## src/rtl/ifu_pkg.sv

```systemverilog
// Shared types and constants for the instruction-fetch sequencer.
// The fetch FSM encoding is fixed here so that waveforms and other blocks decode it the same way.
package ifu_pkg;

    localparam logic [31:0] IFU_RESET_PC = 32'h8000_0000;
    localparam int          INST_BYTES   = 4;

    typedef enum logic [1:0] {
        IDLE = 2'd0,
        REQ  = 2'd1,
        WAIT = 2'd2,
        HOLD = 2'd3
    } ifu_state_e;

endpackage

```

## src/rtl/ifu_npc_sel.sv

```systemverilog
// Next-PC select: redirect target when redirect is high, otherwise pc + INST_BYTES (wraps modulo 2^XLEN).
// Purely combinational with no backpressure; the caller decides whether dnpc is written.
module ifu_npc_sel
    import ifu_pkg::*;
#(
    parameter int XLEN = 32
) (
    input  logic [XLEN-1:0] pc,
    input  logic            redirect,
    input  logic [XLEN-1:0] redirect_pc,
    output logic [XLEN-1:0] dnpc
);

    always_comb begin
        dnpc = redirect ? redirect_pc : pc + XLEN'(INST_BYTES);
    end

endmodule

```

## src/rtl/ifu_fetch_ctrl.sv

```systemverilog
// Fetch sequencer owning the PC, with one outstanding fetch; inst_valid rises 1 cycle after rsp_valid.
// req held until req_ready, inst held until inst_ready; IFU_FETCH_CTRL_MISALIGN_TRAP_EN adds misaligned-redirect traps.
module ifu_fetch_ctrl
    import ifu_pkg::*;
#(
    parameter int              XLEN     = 32,
    parameter logic [XLEN-1:0] RESET_PC = XLEN'(IFU_RESET_PC)
) (
    input  logic            clk,
    input  logic            rst,
    output logic            req_valid,
    input  logic            req_ready,
    output logic [XLEN-1:0] req_addr,
    input  logic            rsp_valid,
    input  logic [XLEN-1:0] rsp_data,
    output logic            inst_valid,
    input  logic            inst_ready,
    output logic [XLEN-1:0] inst,
    output logic [XLEN-1:0] inst_pc,
    input  logic            redirect,
    input  logic [XLEN-1:0] redirect_pc,
    output logic [XLEN-1:0] pc,
    output logic [XLEN-1:0] dnpc,
    output logic            pc_wen
`ifdef IFU_FETCH_CTRL_MISALIGN_TRAP_EN
    ,
    output logic            misalign_trap,
    output logic [XLEN-1:0] misalign_pc
`endif
);

    ifu_state_e      state_q, state_d;
    logic            flush_q, flush_d;
    logic [XLEN-1:0] pc_q, pc_d;
    logic [XLEN-1:0] inst_q, inst_d;
    logic [XLEN-1:0] inst_pc_q, inst_pc_d;
    logic            inst_valid_q, inst_valid_d;
    logic            seq_adv;
    logic            redir_wr;

    ifu_npc_sel #(.XLEN(XLEN)) u_npc_sel (
        .pc          (pc_q),
        .redirect    (redirect),
        .redirect_pc (redirect_pc),
        .dnpc        (dnpc)
    );

`ifdef IFU_FETCH_CTRL_MISALIGN_TRAP_EN
    logic            trap_fire;
    logic            misalign_trap_q, misalign_trap_d;
    logic [XLEN-1:0] misalign_pc_q, misalign_pc_d;

    // A misaligned target still flushes the fetch but leaves pc alone so it is refetched.
    assign trap_fire = redirect && (redirect_pc[1:0] != 2'b00);
    assign redir_wr  = redirect && !trap_fire;

    always_comb begin
        misalign_trap_d = trap_fire;
        misalign_pc_d   = trap_fire ? redirect_pc : misalign_pc_q;
    end

    always_ff @(posedge clk or posedge rst) begin
        if (rst) begin
            misalign_trap_q <= 1'b0;
            misalign_pc_q   <= '0;
        end else begin
            misalign_trap_q <= misalign_trap_d;
            misalign_pc_q   <= misalign_pc_d;
        end
    end

    assign misalign_trap = misalign_trap_q;
    assign misalign_pc   = misalign_pc_q;
`else
    assign redir_wr = redirect;
`endif

    always_comb begin
        state_d      = state_q;
        flush_d      = flush_q;
        inst_d       = inst_q;
        inst_pc_d    = inst_pc_q;
        inst_valid_d = inst_valid_q;
        seq_adv      = 1'b0;

        case (state_q)
            IDLE: state_d = REQ;
            REQ: begin
                // An accepted request leaves a response in flight even under redirect.
                if (req_ready) begin
                    state_d = WAIT;
                    if (redirect) flush_d = 1'b1;
                end
            end
            WAIT: begin
                if (redirect) begin
                    if (rsp_valid) begin
                        flush_d = 1'b0;
                        state_d = REQ;
                    end else begin
                        flush_d = 1'b1;
                    end
                end else if (rsp_valid) begin
                    if (flush_q) begin
                        flush_d = 1'b0;
                        state_d = REQ;
                    end else begin
                        inst_d       = rsp_data;
                        inst_pc_d    = pc_q;
                        inst_valid_d = 1'b1;
                        state_d      = HOLD;
                    end
                end
            end
            HOLD: begin
                if (redirect) begin
                    inst_valid_d = 1'b0;
                    state_d      = REQ;
                end else if (inst_ready) begin
                    inst_valid_d = 1'b0;
                    seq_adv      = 1'b1;
                    state_d      = REQ;
                end
            end
            default: state_d = IDLE;
        endcase

        pc_wen = !rst && (redir_wr || seq_adv);
        pc_d   = pc_wen ? dnpc : pc_q;
    end

    always_ff @(posedge clk or posedge rst) begin
        if (rst) begin
            state_q      <= IDLE;
            flush_q      <= 1'b0;
            pc_q         <= RESET_PC;
            inst_q       <= '0;
            inst_pc_q    <= '0;
            inst_valid_q <= 1'b0;
        end else begin
            state_q      <= state_d;
            flush_q      <= flush_d;
            pc_q         <= pc_d;
            inst_q       <= inst_d;
            inst_pc_q    <= inst_pc_d;
            inst_valid_q <= inst_valid_d;
        end
    end

    assign req_valid  = (state_q == REQ);
    assign req_addr   = pc_q;
    assign pc         = pc_q;
    assign inst       = inst_q;
    assign inst_pc    = inst_pc_q;
    assign inst_valid = inst_valid_q;

endmodule

```

## config.mk

```make
export PLATFORM = sky130hd
export DESIGN_NAME = ifu_fetch_ctrl
export DESIGN_NICKNAME = d
export VERILOG_FILES = /design/src/rtl/ifu_pkg.sv /design/src/rtl/ifu_npc_sel.sv /design/src/rtl/ifu_fetch_ctrl.sv
export SDC_FILE = /design/constraint.sdc
export NUM_CORES = 1
export LEC_CHECK = 0
export ABC_AREA = 1
export BUFFER_PORTS_ARGS = -buffer_cell sky130_fd_sc_hd__buf_2
export CORE_ASPECT_RATIO = 1.5
export CORE_MARGIN = 5
export CORE_UTILIZATION = 52
export DETAILED_ROUTE_END_ITERATION = 8
export PLACE_DENSITY = 0.93
export SLEW_MARGIN = 20
export SYNTH_ARGS = -nofsm -noshare
export SYNTH_HDL_FRONTEND = slang
export SYNTH_SLANG_ARGS = --single-unit
export TNS_END_PERCENT = 5
```

## constraint.sdc

```tcl
create_clock -name clk -period 5.9 [get_ports clk]
set_clock_uncertainty 0.05 [all_clocks]
set_input_delay 0.295 -clock clk [delete_from_list [all_inputs] [get_ports clk]]
set_output_delay 0.295 -clock clk [all_outputs]
set_load 0.01 [all_outputs]
```

; ---- Yosys cells after proc, flatten, opt, wreduce, memory -nomap -nowiden
; Index checks and enable logic that the tools add are counted.
[word_totals]
register_bits = 100
out_inout_bits = 163
[op_classes]
addsub = 1
n_eq_ne = 10
mux = 24
n_bitwise = 2
reduce_logical = 10
[op_table]
columns = op, n
row1 = 32-bit by 3-bit adder with 32-bit output (second input constant), 1
row2 = 32-bit two-way mux, 1
row3 = 2-bit two-way mux, 7
row4 = 1-bit two-way mux, 13
row5 = 2-bit one-hot mux with 4 select lines, 1
row6 = 4-bit AND reduction, 2
row7 = 2-bit != test (second input constant), 3
row8 = 3-bit != test (second input constant), 2
row9 = 5-bit AND reduction, 1
row10 = 2-bit == test (second input constant), 2
row11 = 2-bit by 1-bit != test with 1-bit output (second input constant), 2
row12 = 1-bit one-hot mux with 2 select lines, 2
row13 = 2-bit nonzero test, 2
row14 = 3-bit AND reduction, 1
row15 = 2-bit by 1-bit == test with 1-bit output (second input constant), 1
row16 = 2-bit logical NOT, 1
row17 = 1-bit NOT, 2
row18 = 1-bit logical AND, 1
row19 = 1-bit logical NOT, 1
row20 = 1-bit logical OR, 1

; ---- Longest topological paths before layout
; Gate-level depths: netlist of the first run.
[depth]
depth_word = 5
ltp_mapped = 10
ltp_nobuf = 10

; ---- By module
; A second synthesis of the first run with hierarchy kept.
[hier_totals]
cells_unflattened = 733
area_unflattened_um2 = 5811.8
[by_module_without_submodules]
columns = module, instances, cells_per_inst, area_each_um2, seq_area_each_um2
row1 = ifu_fetch_ctrl, 1, 457, 4600.7, 2503.7
row2 = ifu_npc_sel, 1, 276, 1211.2, 0.0

; ---- Least setup slack after synthesis of the first run
; Ideal clock, no wire load.
[synth_path]
kind = flip-flop to output port
start = register pc_q[3], in the netlist pc[3]
end = output dnpc[20]
arrival_ps = 1536
required_ps = 5555
path_slack_ps = 4019
stages_incl_launch_ff = 8
path_cell_list = dfrtp_1 ha_1 nand2_2 nor2_8 nand3_1 o21ai_0 nand2_1 a21boi_0
[synth_via]
elab_chain_len = 2
[synth_rtl]
columns = item, line
row1 = "start, declared", ifu_fetch_ctrl.sv:34  ; logic [XLEN-1:0] pc_q, pc_d;
row2 = "start signal, assigned", ifu_fetch_ctrl.sv:143  ; pc_q <= pc_d;
row3 = 32-bit by 3-bit adder with 32-bit output, ifu_npc_sel.sv:15  ; dnpc = redirect ? redirect_pc : pc + XLEN'(INST_BYTES);
row4 = 32-bit two-way mux, ifu_npc_sel.sv:15
row5 = "end, declared", ifu_fetch_ctrl.sv:23  ; output logic [XLEN-1:0] dnpc,
; No other way between the ends.

; ---- Worst setup path in the final report of the first run
[layout_path]
start = input redirect
end = register pc_q[14], in the netlist pc[14]
[layout_via]
elab_chain_len = 4
elab_cells_between_ends = 5
[layout_rtl]
columns = item, line
row1 = "start, declared", ifu_fetch_ctrl.sv:20  ; input logic redirect,
row2 = 1-bit two-way mux, ifu_fetch_ctrl.sv:116  ; if (redirect) begin
row3 = 1-bit two-way mux, ifu_fetch_ctrl.sv:86  ; case (state_q)
row4 = 1-bit logical OR, ifu_fetch_ctrl.sv:128  ; pc_wen = !rst && (redir_wr || seq_adv);
row5 = 1-bit logical AND, ifu_fetch_ctrl.sv:128
; Several ways; a longest one is shown, not always the timed one.
; A chain may end at the register's enable or synchronous reset.

==> results.txt, run 1 <==
Setup_tns: 0 ns
Slew Limit Fails: 0
First-pass GRT wire length: 25400 um
Clock network power share: 22.8%
H-tree depth: 3
Hold_sp: rsp_data[27]
Post-CTS setup buffer count: 0
Chip Height: 136 um
Vias/cell: 5.13
R2R cell count: 7
Largest net degree at the start of global routing: 96
Slew @ Worst Pin: 0.977 ns
Final Hold Viols: 0
Initial core utilization: 52.3%
Post-DR wirelength/cell: 16.2 um
Crit path launch type: input port
Post-CTS sizing: 0
Pwr/cell area: 407 mW/mm^2
Run status: completed
Skew-Pair Late Insertion Delay: 0.35 ns
Vias in the first global route: 5215
Area grow syn2layout: 23.9%
Sequential group share of total power: 40.3%
I/O Buffers: 232
# IOs: 233
Psw: 1040 uW
Setup-failing EPs final: 0
HPWL Detailed: 12400 um
Residual DRC: 0
Total number of vias: 5148
Worst endpoint required time: 6.08 ns
DRT Pass-1 Iters: 5
Met1 usage: 28.4%
Total power: 2760 uW
GR Util met2: 46.3%
Combinational share of power: 36.8%
Gate Count Post-Synth: 666
Kind of critical path: input port to register
Worst r2r src: state_q[0]$_DFFE_PP0P_
Antenna cells: 0
Final Cycle Share: 46.1%
DRT antenna net count: 0
CTS clk-pin slew, worst paths: 0.07 ns
RSZ-0062 raised after global routing: false
Max-cap violations: 0
EDFF count, synth: 0
GR peak layer: met2
Initial antenna violation count: 0
CTS max path bufs: 2
Initial DRC Count: 431
TritonCTS Sinks: 100
Worst hold path class: input port to register
Global route overflow: 0
RR Endpoint: pc[14]$_DFFE_PP0P_
Total routed wirelength: 16300 um
All-layer global routing usage: 25.6%
R2R setup slack: 3.33 ns
LEAKAGE: 0.00368 uW
WP data arrival: 2.90 ns
Cell-internal power: 1730 uW
Worst Setup End Kind: register
Hold path depth: 2
CORE AREA: 0.0105 mm^2
Mapped cell area: 0.00548 mm^2
Hold endpoint: inst[27]$_DFFE_PP0P_
Min Tclk post-route: 2.72 ns
Root buf cell: clkbuf_16
Asr flop ratio synth: 100%
#FFs+latches synth: 100
Fill cells: 931
Placer Congestion: 0.974
Post-CTS Hold Buffers: 1
CTS buffer count: 9
Syn Nets: 741
CTS tree: yes
Met3 Use GR: 3.50%
Fin nets: 931
Peak VDD IR: 0.215 mV
Yosys Warn Count: 0
Slew Limit Headroom: 34.8%
Die Span X: 93.8 um
Layout cells sized above 1: 37.3%
Post-synth top flop: dfrtp_1
Core Rows: 46
Peak Freq: 368 MHz
Library cells used by synthesis: 34
Die area: 0.0127 mm^2
Sw Ratio: 37.5%
Worst Path Max Fanout: 50
Avg Inst Size Synth: 8.23 um^2
Sequential-to-total area share from yosys stat: 45.7%
## synthesized netlist by cell type (3+ instances only)
cell / number / area share (%)
nand2_1: 198 / 14
dfrtp_1: 99 / 45
o21ai_0: 57 / 5.2
nand3_1: 55 / 5.0
inv_1: 45 / 3.1
nor2_1: 44 / 3.0
buf_4: 34 / 4.7
mux2_2: 33 / 6.8
or2_2: 13 / 1.5
and2_1: 11 / 1.3
buf_2: 10 / 0.91
a21oi_1: 6 / 0.55
clkbuf_1: 6 / 0.41
nor2_4: 6 / 1.2
o21ai_1: 6 / 0.55
ha_1: 5 / 1.1
buf_6: 4 / 0.82
nand2_2: 4 / 0.46
nand2_4: 4 / 0.82
a31oi_1: 3 / 0.34
inv_2: 3 / 0.21
nor2_2: 3 / 0.34
## through the flow
step / instances / setup slack, ns / instance area, um^2 / hold slack [ns] / util, %
global route: 1004 / 2.97 / 6790 / 0.121 / 64.9
detailed placement: 988 / 2.87 / 6470 / 0.355 / 61.8
CTS: 1004 / 3.22 / 6790 / 0.121 / 64.9
global placement: 988 / 2.95 / 6470 / 0.352 / 61.8
floorplan: 666 / 2.94 / 5480 / 0.390 / -
finish: 1004 / 3.18 / 6790 / 0.124 / 64.9
## layout make-up
class | count | area [um^2] | share of cell area, %
clock inverter | 6 | 88.8 | 1.31
inverter | 49 | 186 | 2.74
sequential | 100 | 2500 | 36.9
timing repair buffer | 235 | 1190 | 17.5
tap | 144 | 180 | 2.65
multi-input combinational | 461 | 2420 | 35.7
clock buffer | 9 | 225 | 3.31
## worst max path at each step
stage               cells past startpoint             endpoint  slack, ns     start
floorplan                               1  flush_q$_DFFE_PP0P_       2.94       rst
global placement                        7   pc[14]$_DFFE_PP0P_       2.95  redirect
detailed placement                      7   pc[22]$_DFFE_PP0P_       2.87  redirect
CTS                                     5               pc_wen       3.22  redirect
global route                            7   pc[24]$_DFFE_PP0P_       2.97  redirect
finish                                  7   pc[14]$_DFFE_PP0P_       3.18  redirect
## cell usage in the layout (no fill, tap or decap), types with 5 or more instances in the layout
cell type | synthesis | routed
buf_2 | 10 | 232
nand2_1 | 198 | 198
dfrtp_1 | 99 | 99
o21ai_0 | 57 | 57
nand3_1 | 55 | 55
nor2_1 | 44 | 44
inv_1 | 45 | 44
mux2_2 | 33 | 33
or2_2 | 13 | 13
and2_1 | 11 | 11
clkbuf_16 | 0 | 9
nor2_4 | 6 | 6
o21ai_1 | 6 | 6
a21oi_1 | 6 | 6
nand2_4 | 4 | 5
ha_1 | 5 | 5
## per-layer routing
layer | routed length (um) | vias to the layer above
met5 | 0 | -
met4 | 751 | 0
met3 | 956 | 53
met2 | 8490 | 235
met1 | 6100 | 2374
li1 | - | 2486
## state kept, by name, indices dropped and copies added, names as in the netlist
register    cells
inst           32
pc             32
flush_q         1
inst_pc        32
state_q         2
inst_valid      1
## cell families after synthesis
logic type      share of synthesized area [%]
flops                                    45.7
simple gates                             28.1
mux                                      6.78
compound gates                           7.92
fa+ha+maj                                1.14
buf+inv                                  10.3
## worst max-delay path, cell delays in order
cell and delay (ns):
buf_2 0.38, inv_2 0.44, a21oi_4 0.64, buf_4 0.39, clkinv_1 0.48, nand2_1 0.17, nand2_1 0.07
## power by group through the flow
stage                     Sequential [uW]  Combinational, uW  Clock (uW)
after global routing                 1150               1120         673
final                                1110               1020         631
after floorplan                      1210                520           0
after detailed placement             1120               1030           0
after global placement               1110               1000           0
after CTS                            1110               1030         637
No activity file was read; power rests on OpenSTA's default activity.
==> run 2: changes to the inputs <==
--- a/config.mk
+++ b/config.mk
@@ -9,9 +9,9 @@
 export BUFFER_PORTS_ARGS = -buffer_cell sky130_fd_sc_hd__buf_2
 export CORE_ASPECT_RATIO = 1.5
 export CORE_MARGIN = 5
-export CORE_UTILIZATION = 52
+export CORE_UTILIZATION = 48
 export DETAILED_ROUTE_END_ITERATION = 8
-export PLACE_DENSITY = 0.93
+export PLACE_DENSITY = 0.87
 export SLEW_MARGIN = 20
 export SYNTH_ARGS = -nofsm -noshare
 export SYNTH_HDL_FRONTEND = slang
==> constraint.sdc (replaced) <==
create_clock -name clk -period 2.55 [get_ports clk]
set_clock_uncertainty 0.05 [all_clocks]
set_input_delay 0.1275 -clock clk [delete_from_list [all_inputs] [get_ports clk]]
set_output_delay 0.1275 -clock clk [all_outputs]
set_load 0.01 [all_outputs]
==> results.txt, run 2 (synthesis gave the netlist of run 1 again) <==
Hold_sp: redirect_pc[25]
Run status: completed
Setup-failing EPs final: 0
Post-CTS sizing: 0
Pwr/cell area: 883 mW/mm^2
Placer Congestion: 0.972
Worst path cell trace: nand2_1 > nor2_1 > nand2_1 > nor2_1 > nand2_1 > nand2_1 > nand3_1 > and2_1 > buf_2
I/O Buffers: 232
Chip Height: 141 um
Most common cell after layout, fill and taps aside: buf_2
CP max stage cell: dfrtp_1
CTS max path bufs: 2
DRT Pass-1 Iters: 5
Min Tclk post-route: 2.36 ns
Cell area after placement: 0.00658 mm^2
Placement Setup Slack: 0.572 ns
TritonCTS Sinks: 100
Worst hold path class: input port to register
Kind of critical path: register to primary output
Slew Limit Headroom: 58.6%
All-layer global routing usage: 26.1%
CP max stage delay: 0.45 ns
R2R setup slack: 0.55 ns
Residual DRC: 0
LEAKAGE: 0.00386 uW
Die area: 0.0137 mm^2
Post-DR wirelength/cell: 16.8 um
Commonest cells after routing, fill and taps aside: 232 x buf_2, 198 x nand2_1, 99 x dfrtp_1, 57 x o21ai_0, 55 x nand3_1
Hold path depth: 4
Final Hold Viols: 0
Worst Setup End Kind: primary output
CTS buffer count: 9
Peak VDD IR: 0.455 mV
Core Rows: 47
Initial DRC Count: 336
Most frequent CP cell: nand2_1
Area grow syn2layout: 31.6%
Root buf cell: clkbuf_16
Vias/cell: 5.10
Worst endpoint required time: 2.37 ns
Setup ws final: 0.194 ns
Total number of vias: 5350
Total power: 6360 uW
R2R cell count: 7
# IOs: 233
WP data arrival: 2.18 ns
Antenna cells: 0
Slew @ Worst Pin: 0.620 ns
H-tree depth: 3
Die Span X: 97.3 um
Fin nets: 972
RSZ-0062 raised after global routing: false
Design area: 0.00721 mm^2
Total routed wirelength: 17600 um
Vias in the first global route: 5561
Multi-input logic area: 0.00242 mm^2
Worst Path Max Fanout: 6
Skew-Pair Late Insertion Delay: 0.35 ns
CTS tree: yes
Setup_tns: 0 ns
Fill cells: 940
Initial core utilization: 49.3%
Peak Freq: 424 MHz
RR Endpoint: inst[22]$_DFFE_PP0P_
Final Cycle Share: 92.4%
CTS clk-pin slew, worst paths: 0.07 ns
Worst r2r src: state_q[0]$_DFFE_PP0P_
Crit path launch type: register
Register area: 0.00250 mm^2
Max-cap violations: 0
Slew Limit Fails: 0
Hold endpoint: pc[25]$_DFFE_PP0P_
Largest net degree at the start of global routing: 52
HPWL Detailed: 13300 um
Global route overflow: 0
DRT antenna net count: 0
CORE AREA: 0.0111 mm^2
First-pass GRT wire length: 28700 um
Initial antenna violation count: 0
Layout cells sized above 1: 36.5%
## run 2: cell types whose count changed in the layout (fill, tap and decap cells not counted), sizes merged
cell / previous run / this run
inv: 49 / 50
clkinv: 2 / 4
buf: 234 / 241
bufinv: 2 / 0
dlygate4sd3: 1 / 35
## run 2: how the worst max path moves through the flow
stage / slack [ns] / from / end
after detailed placement: 0.57 / state_q[0]$_DFFE_PP0P_ / inst[23]$_DFFE_PP0P_
after global placement: 0.63 / pc[10]$_DFFE_PP0P_ / dnpc[30]
final: 0.19 / pc[10]$_DFFE_PP0P_ / dnpc[30]
after global routing: 0.05 / pc[6]$_DFFE_PP0P_ / dnpc[30]
after CTS: 0.21 / pc[2]$_DFFE_PP0P_ / dnpc[28]
after floorplan: 0.84 / pc[3]$_DFFE_PP0P_ / dnpc[20]
## run 2: critical path: cells and delay by family (launching register included)
kind | cells | cell delay, ns
simple gates | 8 | 1.24
buf+inv | 1 | 0.14
flops | 1 | 0.45
## run 2: layout make-up
type / instances / area share (%)
inverters: 49 / 2.60
multi-input cells: 461 / 33.6
flip-flops and latches: 100 / 34.7
clock inverters: 7 / 0.815
well taps: 147 / 2.55
clock buffers: 9 / 3.12
repair buffers: 276 / 22.6
## run 2: report_power, final
part	internal (uW)	switching, uW
Combinational	1050	1400
Sequential	2140	457
Clock	678	645
Total	3870	2500
## run 2: per-stage QoR
stage	hold WS, ns	utilization (%)	cells
after global placement	0.0971	59.2	998
final	0.0458	64.9	1049
after CTS	0.0340	64.9	1049
after floorplan	0.223	-	666
after global routing	0.0572	64.9	1049
after detailed placement	0.103	59.2	998
## run 2: what timing repair did
action                    CTS  global route
hold buffers               35             0
hold endpoints to repair   45             0
buffers inserted            0             0
## run 2: metal layers
metal | up-vias | wire length, um | track usage (%)
li1 | 2574 | - | -
met1 | 2505 | 6630 | 30.0
met2 | 226 | 9170 | 47.1
met3 | 45 | 1110 | 5.59
met4 | 0 | 682 | 10.9
met5 | - | 0 | 0
==> run 3: changes to the inputs <==
--- a/config.mk
+++ b/config.mk
@@ -12,6 +12,7 @@
 export CORE_UTILIZATION = 48
 export DETAILED_ROUTE_END_ITERATION = 8
 export PLACE_DENSITY = 0.87
+export SETUP_SLACK_MARGIN = 0.3
 export SLEW_MARGIN = 20
 export SYNTH_ARGS = -nofsm -noshare
 export SYNTH_HDL_FRONTEND = slang
==> constraint.sdc (replaced) <==
create_clock -name clk -period 2.55 [get_ports clk]
set_clock_uncertainty 0.05 [all_clocks]
set_input_delay 0.255 -clock clk [delete_from_list [all_inputs] [get_ports clk]]
set_output_delay 0.255 -clock clk [all_outputs]
set_load 0.01 [all_outputs]
==> results.txt, run 3 (synthesis gave the netlist of run 1 again) <==
First-pass GRT wire length: 27500 um
DRT antenna net count: 0
Fin nets: 957
Final Hold Viols: 0
Slew Limit Headroom: 51.1%
HPWL Detailed: 13200 um
Max-cap violations: 0
Multi-input logic area: 0.00255 mm^2
Worst Setup End Kind: primary output
Min Tclk post-route: 2.23 ns
H-tree depth: 3
Total routed wirelength: 17600 um
Peak Freq: 448 MHz
Placement Setup Slack: 0.445 ns
Global route overflow: 0
Worst Path Max Fanout: 8
Chip Height: 141 um
Core Rows: 47
Slew @ Worst Pin: 0.734 ns
Critical path startpoint: pc[2]$_DFFE_PP0P_
# IOs: 233
Vias in the first global route: 5435
Initial core utilization: 49.3%
Worst hold path class: input port to asynchronous set/reset pin
Area grow syn2layout: 31.2%
Setup-failing EPs final: 0
Final Cycle Share: 87.6%
Worst endpoint required time: 2.25 ns
Commonest cells after routing, fill and taps aside: 232 x buf_2, 189 x nand2_1, 79 x dfrtp_1, 57 x o21ai_0, 50 x nand3_1
Pwr/cell area: 916 mW/mm^2
Setup_tns: 0 ns
Largest net degree at the start of global routing: 58
Slew Limit Fails: 0
I/O Buffers: 232
Total number of vias: 5337
WP data arrival: 1.93 ns
Worst r2r src: state_q[0]$_DFFE_PP0P_
CTS max path bufs: 2
Register area: 0.00253 mm^2
Cells after DPL: 998
LEAKAGE: 0.00382 uW
All-layer global routing usage: 25.1%
Most common cell after layout, fill and taps aside: buf_2
Vias/cell: 5.17
Antenna cells: 0
Cell area after placement: 0.00657 mm^2
Run status: completed
Final std cells w/o fill: 1032
CP max stage cell: dfrtp_2
CORE AREA: 0.0111 mm^2
CP max stage delay: 0.39 ns
Fill cells: 976
Worst path cell trace: buf_6 > clkinvlp_4 > nor2_8 > nand2_4 > nor2_4 > nand2_2 > nand2_2 > nand3_2 > and2_1 > buf_2
Setup ws final: 0.317 ns
Worst hold margin: 0.0477 ns
Crit path launch type: register
Design area: 0.00719 mm^2
Layout cells sized above 1: 45.1%
CTS tree: yes
Placer Congestion: 0.925
Post-DR wirelength/cell: 17.1 um
Initial antenna violation count: 0
DRT Pass-1 Iters: 5
TritonCTS Sinks: 100
Most frequent CP cell: nand2_2
RSZ-0062 raised after global routing: true
Residual DRC: 0
Die area: 0.0137 mm^2
Die Span X: 97.3 um
CTS buffer count: 9
Initial DRC Count: 268
Skew-Pair Late Insertion Delay: 0.35 ns
CTS clk-pin slew, worst paths: 0.06 ns
Kind of critical path: register to primary output
Peak VDD IR: 0.430 mV
Root buf cell: clkbuf_16
-- run 3: changes by cell type in the layout (fill, tap and decap cells not counted), sizes merged --
cell,previous run,this run
clkinvlp,2,4
clkinv,4,1
bufinv,0,2
buf,241,261
clkbuf,9,10
dlygate4sd3,35,0
inv,50,46
-- run 3: through the flow --
step	total power, uW	utilization, %
detailed placement	5050	59.1
global placement	4950	59.1
global route	7010	64.7
floorplan	4010	-
finish	6590	64.7
CTS	6550	62.7
-- run 3: path summary, 6_finish.rpt --
kind,end,slack [ns],cells past startpoint
worst max-delay path,dnpc[31],0.32,10
worst min-delay path,pc[0]$_DFFE_PP0P_,0.05,3
worst max register to register,pc[26]$_DFFE_PP0P_,0.69,6
worst min register to register,inst_pc[16]$_DFFE_PP0P_,0.43,2
max in group asynchronous,pc[12]$_DFFE_PP0P_,1.79,3
min in group clk,inst[11]$_DFFE_PP0P_,0.09,2
-- run 3: area by class of cell --
class,count,area share (%)
Clock inverter,4,1.04
Sequential cell,100,35.2
Inverter,49,2.66
Clock buffer,10,3.32
Timing Repair Buffer,261,19.7
Tap cell,147,2.56
Multi-Input combinational cell,461,35.5
-- run 3: report_power, final --
part,switching [uW],internal [uW]
combinational,1450,1090
clock,574,875
sequential,438,2160
total,2470,4120
-- run 3: layer usage --
| metal | vias up | share of wire (%) | GRT usage, % |
|---|---|---|---|
| li1 | 2547 | - | - |
| met1 | 2504 | 35 | 27.3 |
| met2 | 241 | 53 | 46.0 |
| met3 | 45 | 7.7 | 5.98 |
| met4 | 0 | 3.9 | 11.3 |
| met5 | - | 0 | 0 |
-- run 3: worst max-delay path, delay by kind of cell (launching register included) --
kind                   cells  cell delay (ns)
buffers and inverters      3             0.39
flip-flops                 1             0.39
AND/OR/NAND/NOR            7             0.79
-- run 3: what timing repair did --
action,CTS,global route
hold buffers,0,0
pin swaps,2,9
gates resized for setup,16,44
endpoints found under the setup margin,17,19
setup buffers,7,13
